==> src/rtl/debug_loader_pkg.sv <==
// ============================================================================
//  Module      : debug_loader_pkg
//  Description : Host command codes, loader FSM states and the clogb2 helper
//                shared by the debug loader and its byte packer.
//  Revision    : 1.0 - initial release
// ============================================================================
`default_nettype none

package debug_loader_pkg;

    localparam logic [7:0] c_cmd_load = 8'h4C;
    localparam logic [7:0] c_cmd_run  = 8'h52;
    localparam logic [7:0] c_cmd_step = 8'h53;

    typedef enum logic [2:0] {
        ST_IDLE      = 3'd0,
        ST_LOAD_CNT  = 3'd1,
        ST_LOAD_DATA = 3'd2,
        ST_RUN_RST   = 3'd3,
        ST_RUN       = 3'd4,
        ST_STEP      = 3'd5
    } state_t;

    // Bits needed to hold values 0..value-1, never less than one.
    function automatic int clogb2(input int value);
        int res;
        res = 0;
        for (int i = 0; i < 31; i++) begin
            if (((value - 1) >> i) != 0) begin
                res = i + 1;
            end
        end
        if (res == 0) begin
            res = 1;
        end
        return res;
    endfunction

endpackage

`default_nettype wire

==> src/rtl/debug_loader_byte_packer.sv <==
// ============================================================================
//  Module      : byte_packer
//  Description : Shifts host bytes big-endian into an instruction word and
//                flags the word for one cycle once it is complete.
//  Revision    : 1.0 - initial release
// ============================================================================
`default_nettype none

module byte_packer
    import debug_loader_pkg::*;
#(
    parameter int NB_INSTR = 32,
    parameter int NB_BYTE  = 8
) (
    input  logic                i_clock,
    input  logic                i_reset,
    input  logic                i_clear,
    input  logic                i_byte_valid,
    input  logic [NB_BYTE-1:0]  i_byte,
    output logic [NB_INSTR-1:0] o_word,
    output logic                o_word_valid,
    output logic                o_last_byte
);

    localparam int c_n_bytes = NB_INSTR / NB_BYTE;
    localparam int c_cnt_w   = clogb2(c_n_bytes);

    logic [c_cnt_w-1:0]  r_cnt;
    logic [NB_INSTR-1:0] r_word;
    logic                r_word_valid;
    logic                w_last_byte;

    // High in the cycle the final byte of a word is presented.
    assign w_last_byte = i_byte_valid && (r_cnt == c_cnt_w'(c_n_bytes - 1));

    always_ff @(posedge i_clock or negedge i_reset) begin
        if (!i_reset) begin
            r_cnt        <= '0;
            r_word       <= '0;
            r_word_valid <= 1'b0;
        end else if (i_clear) begin
            r_cnt        <= '0;
            r_word       <= '0;
            r_word_valid <= 1'b0;
        end else begin
            r_word_valid <= w_last_byte;
            if (i_byte_valid) begin
                r_word <= {r_word[NB_INSTR-NB_BYTE-1:0], i_byte};
                r_cnt  <= w_last_byte ? '0 : r_cnt + 1'b1;
            end
        end
    end

    assign o_word       = r_word;
    assign o_word_valid = r_word_valid;
    assign o_last_byte  = w_last_byte;

endmodule

`default_nettype wire

==> src/rtl/debug_loader.sv <==
// ============================================================================
//  Module      : debug_loader
//  Description : Host command decoder: loads instruction memory from a byte
//                stream and runs or single-steps the MIPS pipeline.
//  Revision    : 1.0 - initial release
// ============================================================================
`default_nettype none

module debug_loader
    import debug_loader_pkg::*;
#(
    parameter int NB_INSTR           = 32,
    parameter int N_ADDR             = 32,
    parameter int LOG2_N_INSMEM_ADDR = 5,
    parameter int NB_BYTE            = 8
) (
    input  logic                          i_clock,
    input  logic                          i_reset,
    input  logic [NB_BYTE-1:0]            i_rx_data,
    input  logic                          i_rx_valid,
    input  logic                          i_halt,
    output logic                          o_imem_wr_en,
    output logic [LOG2_N_INSMEM_ADDR-1:0] o_imem_addr,
    output logic [NB_INSTR-1:0]           o_imem_data,
    output logic                          o_pipe_reset,
    output logic                          o_pipe_valid,
    output logic                          o_busy,
    output logic                          o_done
);

    localparam int                 c_cnt_w     = clogb2(N_ADDR + 1);
    localparam logic [c_cnt_w-1:0] c_max_words = c_cnt_w'(N_ADDR);

    state_t                          r_state;
    state_t                          w_state_nxt;
    logic [c_cnt_w-1:0]              r_word_cnt;
    logic [c_cnt_w-1:0]              w_word_cnt_nxt;
    logic [c_cnt_w-1:0]              r_word_idx;
    logic [c_cnt_w-1:0]              w_word_idx_nxt;
    logic [LOG2_N_INSMEM_ADDR-1:0]   r_addr;
    logic [LOG2_N_INSMEM_ADDR-1:0]   w_addr_nxt;
    logic                            r_pipe_reset;
    logic                            w_pipe_reset_nxt;
    logic                            r_pipe_valid;
    logic                            w_pipe_valid_nxt;
    logic                            r_done;
    logic                            w_done_nxt;
    logic                            r_busy;
    logic                            w_pack_clear;
    logic                            w_pack_valid;
    logic                            w_last_byte;

    assign w_pack_valid = i_rx_valid && (r_state == ST_LOAD_DATA);

    byte_packer #(
        .NB_INSTR (NB_INSTR),
        .NB_BYTE  (NB_BYTE)
    ) u_byte_packer (
        .i_clock      (i_clock),
        .i_reset      (i_reset),
        .i_clear      (w_pack_clear),
        .i_byte_valid (w_pack_valid),
        .i_byte       (i_rx_data),
        .o_word       (o_imem_data),
        .o_word_valid (o_imem_wr_en),
        .o_last_byte  (w_last_byte)
    );

    always_comb begin
        w_state_nxt      = r_state;
        w_word_cnt_nxt   = r_word_cnt;
        w_word_idx_nxt   = r_word_idx;
        w_addr_nxt       = r_addr;
        w_pipe_reset_nxt = 1'b0;
        w_pipe_valid_nxt = 1'b0;
        w_done_nxt       = 1'b0;
        w_pack_clear     = 1'b0;
        case (r_state)
            ST_IDLE: begin
                if (i_rx_valid) begin
                    if (i_rx_data == NB_BYTE'(c_cmd_load)) begin
                        w_state_nxt = ST_LOAD_CNT;
                    end else if (i_rx_data == NB_BYTE'(c_cmd_run)) begin
                        w_state_nxt      = ST_RUN_RST;
                        w_pipe_reset_nxt = 1'b1;
                    end else if (i_rx_data == NB_BYTE'(c_cmd_step)) begin
                        w_state_nxt      = ST_STEP;
                        w_pipe_valid_nxt = 1'b1;
                    end
                end
            end
            ST_LOAD_CNT: begin
                if (i_rx_valid) begin
                    if (i_rx_data == '0) begin
                        w_state_nxt = ST_IDLE;
                    end else begin
                        w_state_nxt    = ST_LOAD_DATA;
                        w_pack_clear   = 1'b1;
                        w_word_idx_nxt = '0;
                        w_addr_nxt     = '0;
                        w_word_cnt_nxt = (int'(i_rx_data) > N_ADDR) ?
                                         c_max_words : c_cnt_w'(i_rx_data);
                    end
                end
            end
            ST_LOAD_DATA: begin
                // Address is latched with the word so it is valid during the strobe.
                if (w_last_byte) begin
                    w_addr_nxt     = r_word_idx[LOG2_N_INSMEM_ADDR-1:0];
                    w_word_idx_nxt = r_word_idx + c_cnt_w'(1);
                    if ((r_word_idx + c_cnt_w'(1)) == r_word_cnt) begin
                        w_state_nxt = ST_IDLE;
                        w_done_nxt  = 1'b1;
                    end
                end
            end
            ST_RUN_RST: begin
                w_state_nxt      = ST_RUN;
                w_pipe_valid_nxt = 1'b1;
            end
            ST_RUN: begin
                if (i_halt) begin
                    w_state_nxt = ST_IDLE;
                    w_done_nxt  = 1'b1;
                end else begin
                    w_pipe_valid_nxt = 1'b1;
                end
            end
            ST_STEP: begin
                w_state_nxt = ST_IDLE;
                w_done_nxt  = 1'b1;
            end
            default: begin
                w_state_nxt = ST_IDLE;
            end
        endcase
    end

    always_ff @(posedge i_clock or negedge i_reset) begin
        if (!i_reset) begin
            r_state      <= ST_IDLE;
            r_word_cnt   <= '0;
            r_word_idx   <= '0;
            r_addr       <= '0;
            r_pipe_reset <= 1'b0;
            r_pipe_valid <= 1'b0;
            r_done       <= 1'b0;
            r_busy       <= 1'b0;
        end else begin
            r_state      <= w_state_nxt;
            r_word_cnt   <= w_word_cnt_nxt;
            r_word_idx   <= w_word_idx_nxt;
            r_addr       <= w_addr_nxt;
            r_pipe_reset <= w_pipe_reset_nxt;
            r_pipe_valid <= w_pipe_valid_nxt;
            r_done       <= w_done_nxt;
            r_busy       <= (w_state_nxt != ST_IDLE);
        end
    end

    assign o_imem_addr  = r_addr;
    assign o_pipe_reset = r_pipe_reset;
    assign o_pipe_valid = r_pipe_valid;
    assign o_done       = r_done;
    assign o_busy       = r_busy;

endmodule

`default_nettype wire

==> config.mk <==
export PLATFORM = sky130hd
export DESIGN_NAME = debug_loader
export DESIGN_NICKNAME = d
export VERILOG_FILES = /design/src/rtl/debug_loader_pkg.sv /design/src/rtl/debug_loader_byte_packer.sv /design/src/rtl/debug_loader.sv
export SDC_FILE = /design/constraint.sdc
export NUM_CORES = 1
export LEC_CHECK = 0
export ABC_AREA = 1
export BUFFER_PORTS_ARGS = -buffer_cell sky130_fd_sc_hd__buf_2
export CAP_MARGIN = 5
export CELL_PAD_IN_SITES_DETAIL_PLACEMENT = 0
export CELL_PAD_IN_SITES_GLOBAL_PLACEMENT = 1
export CORE_MARGIN = 5
export CORE_UTILIZATION = 42
export CTS_BUF_LIST = sky130_fd_sc_hd__clkbuf_8
export CTS_CLUSTER_DIAMETER = 80
export DETAILED_ROUTE_END_ITERATION = 8
export HOLD_SLACK_MARGIN = 0.05
export PLACE_DENSITY = 0.86
export SETUP_SLACK_MARGIN = 0.4
export SKIP_LAST_GASP = 1
export SYNTH_ARGS = -nofsm -noshare
export SYNTH_HDL_FRONTEND = slang
export SYNTH_SLANG_ARGS = --single-unit
export TNS_END_PERCENT = 5
==> constraint.sdc <==
create_clock -name i_clock -period 2.05 [get_ports i_clock]
set_input_delay 0.1025 -clock i_clock [delete_from_list [all_inputs] [get_ports i_clock]]
set_output_delay 0.1025 -clock i_clock [all_outputs]
set_load 0.01 [all_outputs]
* Word level (Yosys, flattened, before mapping)
Cells that the tools add are included.
** Operators by class
- Order comparisons :: 1
- Bitwise logic cells :: 1
- Equality and inequality tests :: 13
- Multiplexer cells :: 42
- Add/sub/neg operators :: 2
- Reduce and logical (&&, ||, !) cells :: 9
** Operators by type and width (count)
- 2-to-1 mux 32 bit :: 2
- equality test 8 x 7 -> 1 bit, second input constant :: 3
- 2-to-1 mux 3 bit :: 8
- 2-to-1 mux 6 bit :: 4
- 2-to-1 mux 1 bit :: 16
- 2-to-1 mux 5 bit :: 3
- case mux 3 bit (5 select lines) :: 1
- case mux 6 bit (2 select lines) :: 1
- case mux 5 bit (2 select lines) :: 1
- > comparator 8 x 6 -> 1 bit, second input constant :: 1
- zero test 8 bit :: 1
- 2-to-1 mux 2 bit :: 4
- adder 6 x 1 -> 6 bit, second input constant :: 1
- equality test 3 x 2 -> 1 bit, second input constant :: 2
- equality test 3 bit, second input constant :: 2
- equality test 6 bit :: 1
- case mux 1 bit (3 select lines) :: 2
- inequality test 2 bit, second input constant :: 2
- AND reduction 4 bit :: 1
- nonzero test 2 bit :: 2
- equality test 3 x 1 -> 1 bit, second input constant :: 1
- zero test 3 bit :: 1
- AND reduction 3 bit :: 1
- nonzero test 3 bit :: 1
- other kinds (5) :: 6
** Storage, ports and cells
- Output and inout bits :: 42
- Word-level logic and storage cells :: 79
- Bits of input ports :: 12
- Bits in registers :: 59

* Depth between registers and ports, before layout
Gate-level depths: netlist (run 1).
- Depth after elaboration :: 7
- Mapped depth :: 11
- Depth with buffers taken out :: 11

* Hierarchy
A second synthesis (run 1) with hierarchy kept.
** Unflattened totals
- Cells, all modules :: 326
- Area, all modules :: 2807.7 um^2
** By module, submodules not included
- byte_packer :: seq. area each 875.8 um^2, area each 1418.9 um^2, cells an instance 154, times used 1
- debug_loader :: seq. area each 600.6 um^2, area each 1388.8 um^2, cells an instance 172, times used 1

* Least setup slack after synthesis (run 1)
OpenSTA, ideal clock, no wires.
- Path kind :: register to register
- Start :: reg r_word_idx[0]
- End :: reg r_busy, in the netlist o_busy
- Library setup time :: 0.125 ns
- Data required time :: 1.925 ns
- Cell stages (with the launch flop) :: 9
- Arrival :: 1.276 ns
- Period minus slack after synthesis :: 1.401 ns
- Setup slack :: 0.649 ns
- Path buffers :: 0
- Path through :: dfrtp_1 > ha_1 > xor2_1 > nor2_1 > nand2_1 > nor2_1 > nand3_1 > nand2_1 > nand3_1
** Between the ends
- Word-level cells in the longest chain between the ends :: 6
** RTL lines
- start, declared :: line debug_loader.sv:38 : logic [c_cnt_w-1:0] r_word_idx;
- start signal, assigned :: line debug_loader.sv:152 : r_word_idx <= w_word_idx_nxt;
- adder 6 x 1 -> 6 bit :: line debug_loader.sv:111 : if ((r_word_idx + c_cnt_w'(1)) == r_word_cnt) begin
- equality test 6 bit :: line debug_loader.sv:111
- 2-to-1 mux 3 bit :: line debug_loader.sv:111
- 2-to-1 mux 3 bit :: line debug_loader.sv:108 : if (w_last_byte) begin
- case mux 3 bit (5 select lines) :: line debug_loader.sv:78 : case (r_state)
- nonzero test 3 bit :: line debug_loader.sv:157 : r_busy <= (w_state_nxt != ST_IDLE);
- end signal, assigned :: line debug_loader.sv:157
- end, declared :: line debug_loader.sv:48 : logic r_busy;
Every way passes these cells.
A chain may end at the register's enable or synchronous reset.

* Worst setup path after layout (run 1)
Ends and elaborated chain as after synthesis.

==> metrics, run 1 <==
status=complete, no violations; setup_tns=0 ns; Synth area leaders=dfrtp_1 50%, nand2_1 17%, inv_1 8.9%, o21ai_0 4.9%, nand3_1 3.7%; CP Cell Sequence=ha_1, xor2_1, nor2_1, nand2_1, nor2_1, nand3_1, nand2_1, nand3_1; Sw Share=37.7%; share of cells above drive strength 1=19.7%; asr flop ratio synth=100%; cts bufs inserted=9; routed len/inst=11.7 µm; ANT cells=0; first-pass GRT wire length=10800 µm; Max Cap Viol=0; most numerous cell in the Yosys netlist=nand2_1; FF+latch count, synth=59; largest net degree at the start of global routing=34; P&R area growth vs syn=19.7%; Total Routed Length=6380 µm; pwr dens=1310 nW/µm²; Final Hold Fails=0; CTS H-tree lvls=3; Post-DRT Antenna Nets=0; Period Utilization, post-route=75.3%; cell taking the most area after synthesis=dfrtp_1; Seq/Total Area, Yosys=50.3%; CTS clk-pin slew, worst paths=0.07 ns; CP endpoint kind=register; post-DP HPWL=4540 µm; critical path type=reg2reg; routed vias/inst=4.50; Skew-Pair Late Insertion Delay=0.33 ns; num rows=30; Gate power share=35.6%; Post-synth top flop=dfrtp_1; synth cell count leaders=134 x nand2_1, 70 x inv_1, 59 x dfrtp_1, 29 x o21ai_0, 22 x nand3_1; RD Place Congestion=0.833; die area=8770 µm²; Core Area=6790 µm²; startpoint type of the worst setup path=register; sw power=0.00174 W; Synth warnings=0; f_max=648 MHz; Die Ht=93.6 µm; Tightest Pin Transition=0.671 ns; routed via count=2445; number of synthesized flops with an enable pin=0; critical path required time=2.27 ns; DR DRC count=0; Syn Nets=396; Die X=93.6 µm; CTS tree=done; Slew Limit Fails=0; slowest stage delay, CP=0.43 ns; worst hold path type=in2reg; final setup fails=0; Cells after Synth=382; Clock Tree Buf Depth=2; Clk pwr share=24.5%; initial core utilization=43.2%; CP max stage cell=dfrtp_1; Finished Core Util=51.8%; Avg Inst Size Synth=7.69 µm²; crit-path max FO=5; Syn Std Cell Area=2940 µm²; initial drt markers=99; Synth top area share=50.3%; count of different cell masters after synthesis=25; LEAKAGE=2.06 nW; Sink Count=59; Period minus WS final=1.54 ns; WHS=0.0749 ns; initial antenna violation count=0; global route total overflow=0; Flop pwr share=39.9%; Pre-antenna DRT Iters=4; fin nets=456; PortBufs=53; placed cells=524; non-filler cells, final=543; Worst Path Arrival=1.76 ns; I/O pins=54; VDD IR-drop max=0.511 mV; slew margin rel.=55.3%; root buf cell=clkbuf_8; Power Internal=0.00288 W; Clock Skews=0.00366 ns; vias in the first global route=2255; GRT Total Usage=15.8%; RSZ-0062 raised after global routing=true
==> routing by layer <==
metal / routed length [µm] / track usage (%) / up-vias / share of wire (%)
li1: - / - / 1284 / -
met4: 112 / 7.94 / 0 / 1.8
met1: 3090 / 22.2 / 1100 / 48
met2: 2780 / 23.0 / 53 / 43
met5: 0 / 0 / - / 0
met3: 401 / 3.38 / 8 / 6.3
==> kinds of logic (layout without fill, tap and decap cells) <==
| group | Yosys count | count (layout) | share of synthesized area (%) |
|---|---|---|---|
| AO/OA/AOI/OAI | 48 | 48 | 8.52 |
| flip-flops | 59 | 59 | 50.3 |
| adder cells (fa/ha/maj) | 2 | 2 | 0.852 |
| buffers and inverters | 85 | 150 | 12.0 |
| XOR/XNOR | 3 | 3 | 0.895 |
| AND/OR/NAND/NOR | 185 | 185 | 27.5 |
==> layout make-up <==
class	count	area [µm²]
tap	96	120
sequential	59	1480
inverter	74	280
clock inverter	7	83.8
fill	693	3280
clock buffer	9	124
multi-input combinational	238	1110
timing repair buffer	60	324
==> per-stage QoR <==
stage | cell area [µm²] | total power, W | setup slack [ns]
after CTS | 3500 | 0.00468 | 0.401
after global placement | 3280 | 0.00350 | 0.421
after floorplan | 2940 | 0.00295 | 0.649
after detailed placement | 3280 | 0.00353 | 0.422
final | 3520 | 0.00462 | 0.507
after global routing | 3520 | 0.00503 | 0.379
==> final timing paths <==
path / to / cells after the start / slack (ns) / startpoint
worst max-delay path: o_busy / 8 / 0.51 / r_word_idx[0]
worst min-delay path: o_done / 3 / 0.07 / i_halt
worst max register to register: o_busy / 8 / 0.51 / r_word_idx[0]
worst min register to register: r_word_cnt[1] / 2 / 0.50 / r_word_cnt[1]
max in group asynchronous: u_byte_packer.o_word[1] / 3 / 1.02 / i_reset
min in group asynchronous: o_pipe_valid / 2 / 0.33 / i_reset
==> power groups by stage <==
stage | registers, W | clock network [W] | logic (W)
after CTS | 0.00185 | 0.00117 | 0.00167
after detailed placement | 0.00187 | 0 | 0.00166
final | 0.00184 | 0.00113 | 0.00164
after global routing | 0.00191 | 0.00121 | 0.00192
after global placement | 0.00186 | 0 | 0.00164
after floorplan | 0.00198 | 0 | 0.000976
==> sequential cells by signal, summed over array words and instances, names as in the netlist <==
register and count:
o_busy 1, o_done 1, o_imem_addr 5, o_pipe_reset 1, o_pipe_valid 1, r_state 3, r_word_cnt 6, r_word_idx 6
u_byte_packer.o_word 32, u_byte_packer.o_word_valid 1, u_byte_packer.r_cnt 2
==> placed cells by master, fill, tap and decap left out <==
cell	instances
dlygate4sd3_1	1
ha_1	2
xnor2_1	1
nand2_1	134
nor3_1	1
nor2_2	1
nand3_4	2
inv_1	71
nor2_1	16
inv_4	1
inv_2	3
clkbuf_8	9
nand4_1	2
buf_6	1
nor3_4	1
nor2_4	3
a21oi_1	1
buf_4	5
a21boi_0	1
o22ai_1	6
nand2_2	2
nand4_2	1
o21ai_1	11
dfrtp_1	59
xor2_1	2
bufinv_16	2
clkinv_2	4
o21ai_0	29
buf_2	53
nand3_1	22
==> critical path: cells and delay by family (launching register included) <==
kind | cells | cell delay, ns
simple gates | 6 | 0.52
flops | 1 | 0.43
fa+ha+maj | 1 | 0.34
xor+xnor | 1 | 0.15
==> timing repair <==
item / CTS / global route
hold endpoints to repair: 28 / 0
endpoints found under the setup margin: 0 / 29
buffers inserted: 0 / 2
hold buffers: 1 / 0
gates resized for setup: 0 / 3
No activity file was read; power rests on OpenSTA's default activity.
==> run 2: changes to the inputs <==
--- a/config.mk
+++ b/config.mk
@@ -11,12 +11,12 @@
 export CELL_PAD_IN_SITES_DETAIL_PLACEMENT = 0
 export CELL_PAD_IN_SITES_GLOBAL_PLACEMENT = 1
 export CORE_MARGIN = 5
-export CORE_UTILIZATION = 42
+export CORE_UTILIZATION = 38
 export CTS_BUF_LIST = sky130_fd_sc_hd__clkbuf_8
 export CTS_CLUSTER_DIAMETER = 80
 export DETAILED_ROUTE_END_ITERATION = 8
 export HOLD_SLACK_MARGIN = 0.05
-export PLACE_DENSITY = 0.86
+export PLACE_DENSITY = 0.82
 export SETUP_SLACK_MARGIN = 0.4
 export SKIP_LAST_GASP = 1
 export SYNTH_ARGS = -nofsm -noshare
==> constraint.sdc (replaced) <==
create_clock -name i_clock -period 1.4 [get_ports i_clock]
set_input_delay 0.07 -clock i_clock [delete_from_list [all_inputs] [get_ports i_clock]]
set_output_delay 0.07 -clock i_clock [all_outputs]
set_load 0.01 [all_outputs]
==> metrics, run 2 (same netlist as run 1, synthesis figures left out) <==
most common cell after layout, fill and taps aside=nand2_1; cts bufs inserted=9 (unchanged); Tightest Pin Transition=0.367 ns (-0.304 ns); Sw Share=38.3% (+0.60 points); Clock Tree Buf Depth=2 (unchanged); end point of the critical path=o_busy; DR DRC count=0 (unchanged); Period Utilization, post-route=102% (+27 points); PortBufs=53 (unchanged); FILL cells=782 (+13%); CP endpoint kind=register; Post-DP Area=3420 µm² (+4.4%); Flop pwr share=41.0% (+1.1 points); status=complete, but fails checks; Post-DRT Antenna Nets=0 (unchanged); P&R area growth vs syn=22.4%; CTS tree=done; startpoint type of the worst setup path=register; routed len/inst=11.5 µm (-1.9%); global route total overflow=0 (unchanged); worst hold path type=in2reg; final setup fails=2 (+2); Clk pwr share=18.7% (-5.8 points); num rows=32 (+6.7%); post-DP HPWL=4700 µm (+3.5%); Pre-antenna DRT Iters=4 (unchanged); crit-path max FO=2 (-3); CTS H-tree lvls=3 (unchanged); first-pass GRT wire length=11000 µm (+1.8%); sw power=0.00250 W (+44%); slew margin rel.=75.6% (+20 points); flop-to-flop setup slack=-0.03 ns (-0.54 ns); f_max=699 MHz (+7.9%); Period minus WS final=1.43 ns (-0.113 ns); r2r worst-path depth=8 (unchanged); violated checks=negative setup slack; final setup margin=-0.0301 ns (-0.537 ns); Core Area=7650 µm² (+13%); Total Routed Length=6410 µm (+0.49%); die area=9590 µm² (+9.4%); CTS clk-pin slew, worst paths=0.06 ns (about the same); Die X=97.9 µm (+4.6%); Die Ht=97.9 µm (+4.6%); max reg flops=32 (unchanged); initial core utilization=38.4% (-4.8 points); Slew Limit Fails=0 (unchanged); Max Cap Viol=0 (unchanged); non-filler cells, final=556 (+2.4%); CP bufs+invs=0 (unchanged); RSZ-0062 raised after global routing=true; root buf cell=clkbuf_8; largest net degree at the start of global routing=60 (+76%); Worst Path Arrival=1.64 ns (-0.12 ns); critical path required time=1.61 ns (-0.66 ns); critical path type=reg2reg; Setup crit start=r_word_idx[0]; Clock Skews=0.00653 ns (+0.00287 ns); r2r endpoint=o_busy; slowest stage delay, CP=0.41 ns (-0.02 ns); initial drt markers=67 (-32%); Sink Count=59 (unchanged); I/O pins=54 (unchanged); CP max stage cell=dfrtp_1; Skew-Pair Late Insertion Delay=0.33 ns (about the same); top cell family by delay on the critical path=simple AND/OR/NAND/NOR gates; fin nets=468 (+2.6%); vias in the first global route=2358 (+4.6%); LEAKAGE=2.10 nW (+1.6%); initial antenna violation count=0 (unchanged); CP Cell Sequence=ha_4, xor2_1, nor2_1, nand2_1, nor2_1, nand3_1, nand2_1, nand3_1; GRT Total Usage=14.1% (-1.8 points); placed cells=543 (+3.6%); pwr dens=1820 nW/µm² (+38%); routed vias/inst=4.42 (-1.7%); WP depth=8 (unchanged); Gate power share=40.3% (+4.7 points); R2R Path Start=r_word_idx[0]; final instance area=3600 µm² (+2.2%); ANT cells=0 (unchanged); Final Hold Fails=0 (unchanged); Power Internal=0.00403 W (+40%); share of cells above drive strength 1=21.1% (+1.5 points); worst slack at placement=-0.119 ns (-0.541 ns); RD Place Congestion=0.868 (+4.2%); most frequent cells in the layout=134 x nand2_1, 70 x inv_1, 59 x dfrtp_1; routed via count=2460 (+0.61%); VDD IR-drop max=0.780 mV (+52%)
run 2: how the worst min path moves through the flow:
stage	start	to	slack [ns]	cells after the start
finish	i_rx_data[0]	o_pipe_reset	0.08	4
global route	i_rx_data[0]	o_pipe_reset	0.08	4
CTS	i_rx_data[0]	o_pipe_reset	0.06	4
detailed placement	i_reset	o_pipe_valid	0.11	2
global placement	i_reset	o_pipe_valid	0.10	2
floorplan	i_reset	o_busy	-0.23	0
run 2: metrics by stage:
step / hold WS (ns) / total power (W) / util, % / TNS (ns)
after global routing: 0.0767 / 0.00716 / 47.0 / -3.85
after detailed placement: 0.107 / 0.00535 / 44.7 / -0.208
after CTS: 0.0609 / 0.00660 / 46.9 / -0.218
after global placement: 0.103 / 0.00528 / 44.7 / -0.0720
final: 0.0765 / 0.00653 / 47.0 / -0.0499
after floorplan: -0.226 / 0.00432 / - / 0
run 2: layer usage:
layer	share of wire, %	wire, µm	global-route usage [%]
met5	0	0	0
met4	0.81	52	3.83
met3	4.9	312	4.43
met2	45	2870	21.7
met1	49	3170	19.2
run 2: repair_timing:
item	4_1_cts	5_1_grt
buffers inserted	0	0
hold buffers	2	0
hold endpoints to repair	60	0
setup endpoints to repair	58	58
resized for setup	0	2
pin swaps	1	2
run 2: power groups by stage:
stage,Clock (W),Combinational [W],Sequential (W)
floorplan,0,0.00143,0.00289
finish,0.00122,0.00263,0.00268
global route,0.00135,0.00304,0.00277
global placement,0,0.00258,0.00269
CTS,0.00126,0.00266,0.00268
detailed placement,0,0.00265,0.00270
run 2: worst register-to-register path, delay by kind of cell, from the launching register on:
kind	cells	cell delay (ns)
xor+xnor	1	0.13
fa+ha+maj	1	0.25
flops	1	0.41
simple gates	6	0.53
run 2: final cells by class:
cell class / count / area [µm²] / area share [%]
flip-flops and latches: 59 / 1480 / 41.1
repair buffers: 72 / 450 / 12.5
well taps: 102 / 128 / 3.55
clock buffers: 10 / 138 / 3.83
inverters: 74 / 278 / 7.72
multi-input cells: 238 / 1120 / 31.2
clock inverters: 1 / 5.00 / 0.139
==> run 3: changes to the inputs <==
--- a/config.mk
+++ b/config.mk
@@ -16,6 +16,7 @@
 export CTS_CLUSTER_DIAMETER = 80
 export DETAILED_ROUTE_END_ITERATION = 8
 export HOLD_SLACK_MARGIN = 0.05
+export MAX_ROUTING_LAYER = met4
 export PLACE_DENSITY = 0.82
 export SETUP_SLACK_MARGIN = 0.4
 export SKIP_LAST_GASP = 1
==> metrics, run 3 (same netlist as run 1, synthesis figures left out) <==
most frequent cells in the layout=132 x nand2_1, 72 x inv_1, 59 x dfrtp_1; CP endpoint kind=register; Clock Tree Buf Depth=2 (unchanged); I/O pins=54 (unchanged); Post-DP Area=3420 µm² (unchanged); initial core utilization=38.4% (unchanged); pwr dens=1870 nW/µm² (+3.0%); Slew Limit Fails=0 (unchanged); Core Area=7650 µm² (unchanged); Final Hold Fails=0 (unchanged); crit-path max FO=2 (unchanged); Tightest Pin Transition=0.320 ns (-0.0470 ns); vias in the first global route=2539 (+7.7%); root buf cell=clkbuf_8; PortBufs=53 (unchanged); global route total overflow=0 (unchanged); RD Place Congestion=0.891 (+2.6%); final instance area=3710 µm² (+3.2%); Skew-Pair Late Insertion Delay=0.33 ns (about the same); critical path type=reg2reg; Max Cap Viol=0 (unchanged); DR DRC count=0 (unchanged); status=complete, no violations; startpoint type of the worst setup path=register; CTS clk-pin slew, worst paths=0.06 ns (about the same); most common cell after layout, fill and taps aside=nand2_1; Pre-antenna DRT Iters=4 (unchanged); die area=9590 µm² (unchanged); Period Utilization, post-route=98.8% (-3.4 points); share of cells above drive strength 1=23.5% (+2.4 points); final setup fails=0 (-2); routed len/inst=12.0 µm (+4.1%); worst slack at placement=-0.0917 ns (+0.0275 ns); hold depth=4 (unchanged); routed vias/inst=4.53 (+2.5%); final setup margin=0.0173 ns (+0.0473 ns); Period minus WS final=1.38 ns (-0.0473 ns); Die Ht=97.9 µm (unchanged); critical path required time=1.62 ns (about the same); GRT Total Usage=15.5% (+1.4 points); worst hold path type=in2reg; r2r worst-path depth=8 (unchanged); RSZ-0062 raised after global routing=true; f_max=723 MHz (+3.4%); fin nets=473 (+1.1%); initial antenna violation count=0 (unchanged); Sink Count=59 (unchanged); P&R area growth vs syn=26.3%; largest net degree at the start of global routing=60 (unchanged); max reg flops=32 (unchanged); Clock Skews=0.00771 ns (+0.00118 ns); LEAKAGE=2.15 nW (+2.8%); initial drt markers=92 (+37%); slew margin rel.=78.7% (+3.1 points); Die X=97.9 µm (unchanged); cts bufs inserted=9 (unchanged); CTS tree=done; ANT cells=0 (unchanged); post-DP HPWL=4750 µm (+1.1%); Post-DRT Antenna Nets=0 (unchanged); CTS H-tree lvls=3 (unchanged); first-pass GRT wire length=11700 µm (+6.5%); routed via count=2562 (+4.1%); Total Routed Length=6780 µm (+5.8%); VDD IR-drop max=0.759 mV (-2.7%); Worst Path Arrival=1.60 ns (-0.04 ns); setup_tns=0 ns (+0.0499 ns); num rows=32 (unchanged)
==> run 3: cell types whose count changed in the layout (fill, tap and decap cells not counted), moves of 2 or more <==
| cell | delta |
|---|---|
| nand2_2 | +2 |
| nand3_1 | -2 |
| inv_1 | +2 |
| nand2_1 | -2 |
| buf_4 | +4 |
| nand3_2 | +2 |
==> run 3: worst paths after layout <==
path                           startpoint  slack, ns                          to
max                         r_word_idx[1]       0.02                      o_busy
min                          i_rx_data[0]       0.07                o_pipe_reset
max reg2reg                 r_word_idx[1]       0.02                      o_busy
min reg2reg                o_imem_addr[4]       0.51              o_imem_addr[4]
max in group asynchronous         i_reset       0.85  u_byte_packer.o_word_valid
min in group asynchronous         i_reset       0.28                o_pipe_valid
==> run 3: layout make-up <==
type / instances / area, µm²
Clock buffer: 11 / 151
Clock inverter: 4 / 42.5
Fill cell: 785 / 3940
Inverter: 74 / 278
Multi-Input combinational cell: 238 / 1140
Sequential cell: 59 / 1480
Tap cell: 102 / 128
Timing Repair Buffer: 77 / 492
==> run 3: worst max-delay path, stage by stage (launching register included) <==
cell	delay, ns
dfrtp_1	0.41
ha_4	0.26
xor2_1	0.13
nor2_1	0.08
nand2_1	0.07
nor2_2	0.12
nand3_2	0.09
nand2_2	0.07
nand3_1	0.05
==> run 3: per-layer routing <==
layer,vias up,part of all wire (%),GRT usage (%)
li1,1322,-,-
met1,1184,48,19.7
met2,47,46,23.7
met3,9,4.1,3.79
met4,0,1.9,6.50
met5,-,0,-
==> run 3: repair_timing <==
item | in CTS | in global routing
setup endpoints to repair | 58 | 60
pin swaps | 2 | 6
setup buffers | 3 | 2
endpoints found under the hold margin | 60 | 0
resized for setup | 2 | 8
hold buffers | 2 | 0
==> run 3: metrics by stage <==
stage,utilization [%],cells,hold slack [ns],total power (W)
final,48.5,565,0.0683,0.00694
after global placement,44.7,543,0.103,0.00528
after CTS,48.0,563,0.0536,0.00699
after floorplan,-,382,-0.226,0.00432
after detailed placement,44.7,543,0.104,0.00536
after global routing,48.5,565,0.0666,0.00757
==> run 3: report_power, final <==
group	total [W]	internal, W	switching [W]
Sequential	0.00269	0.00229	0.000395
Combinational	0.00273	0.00115	0.00158
Clock	0.00152	0.000894	0.000631
Total	0.00694	0.00434	0.00260
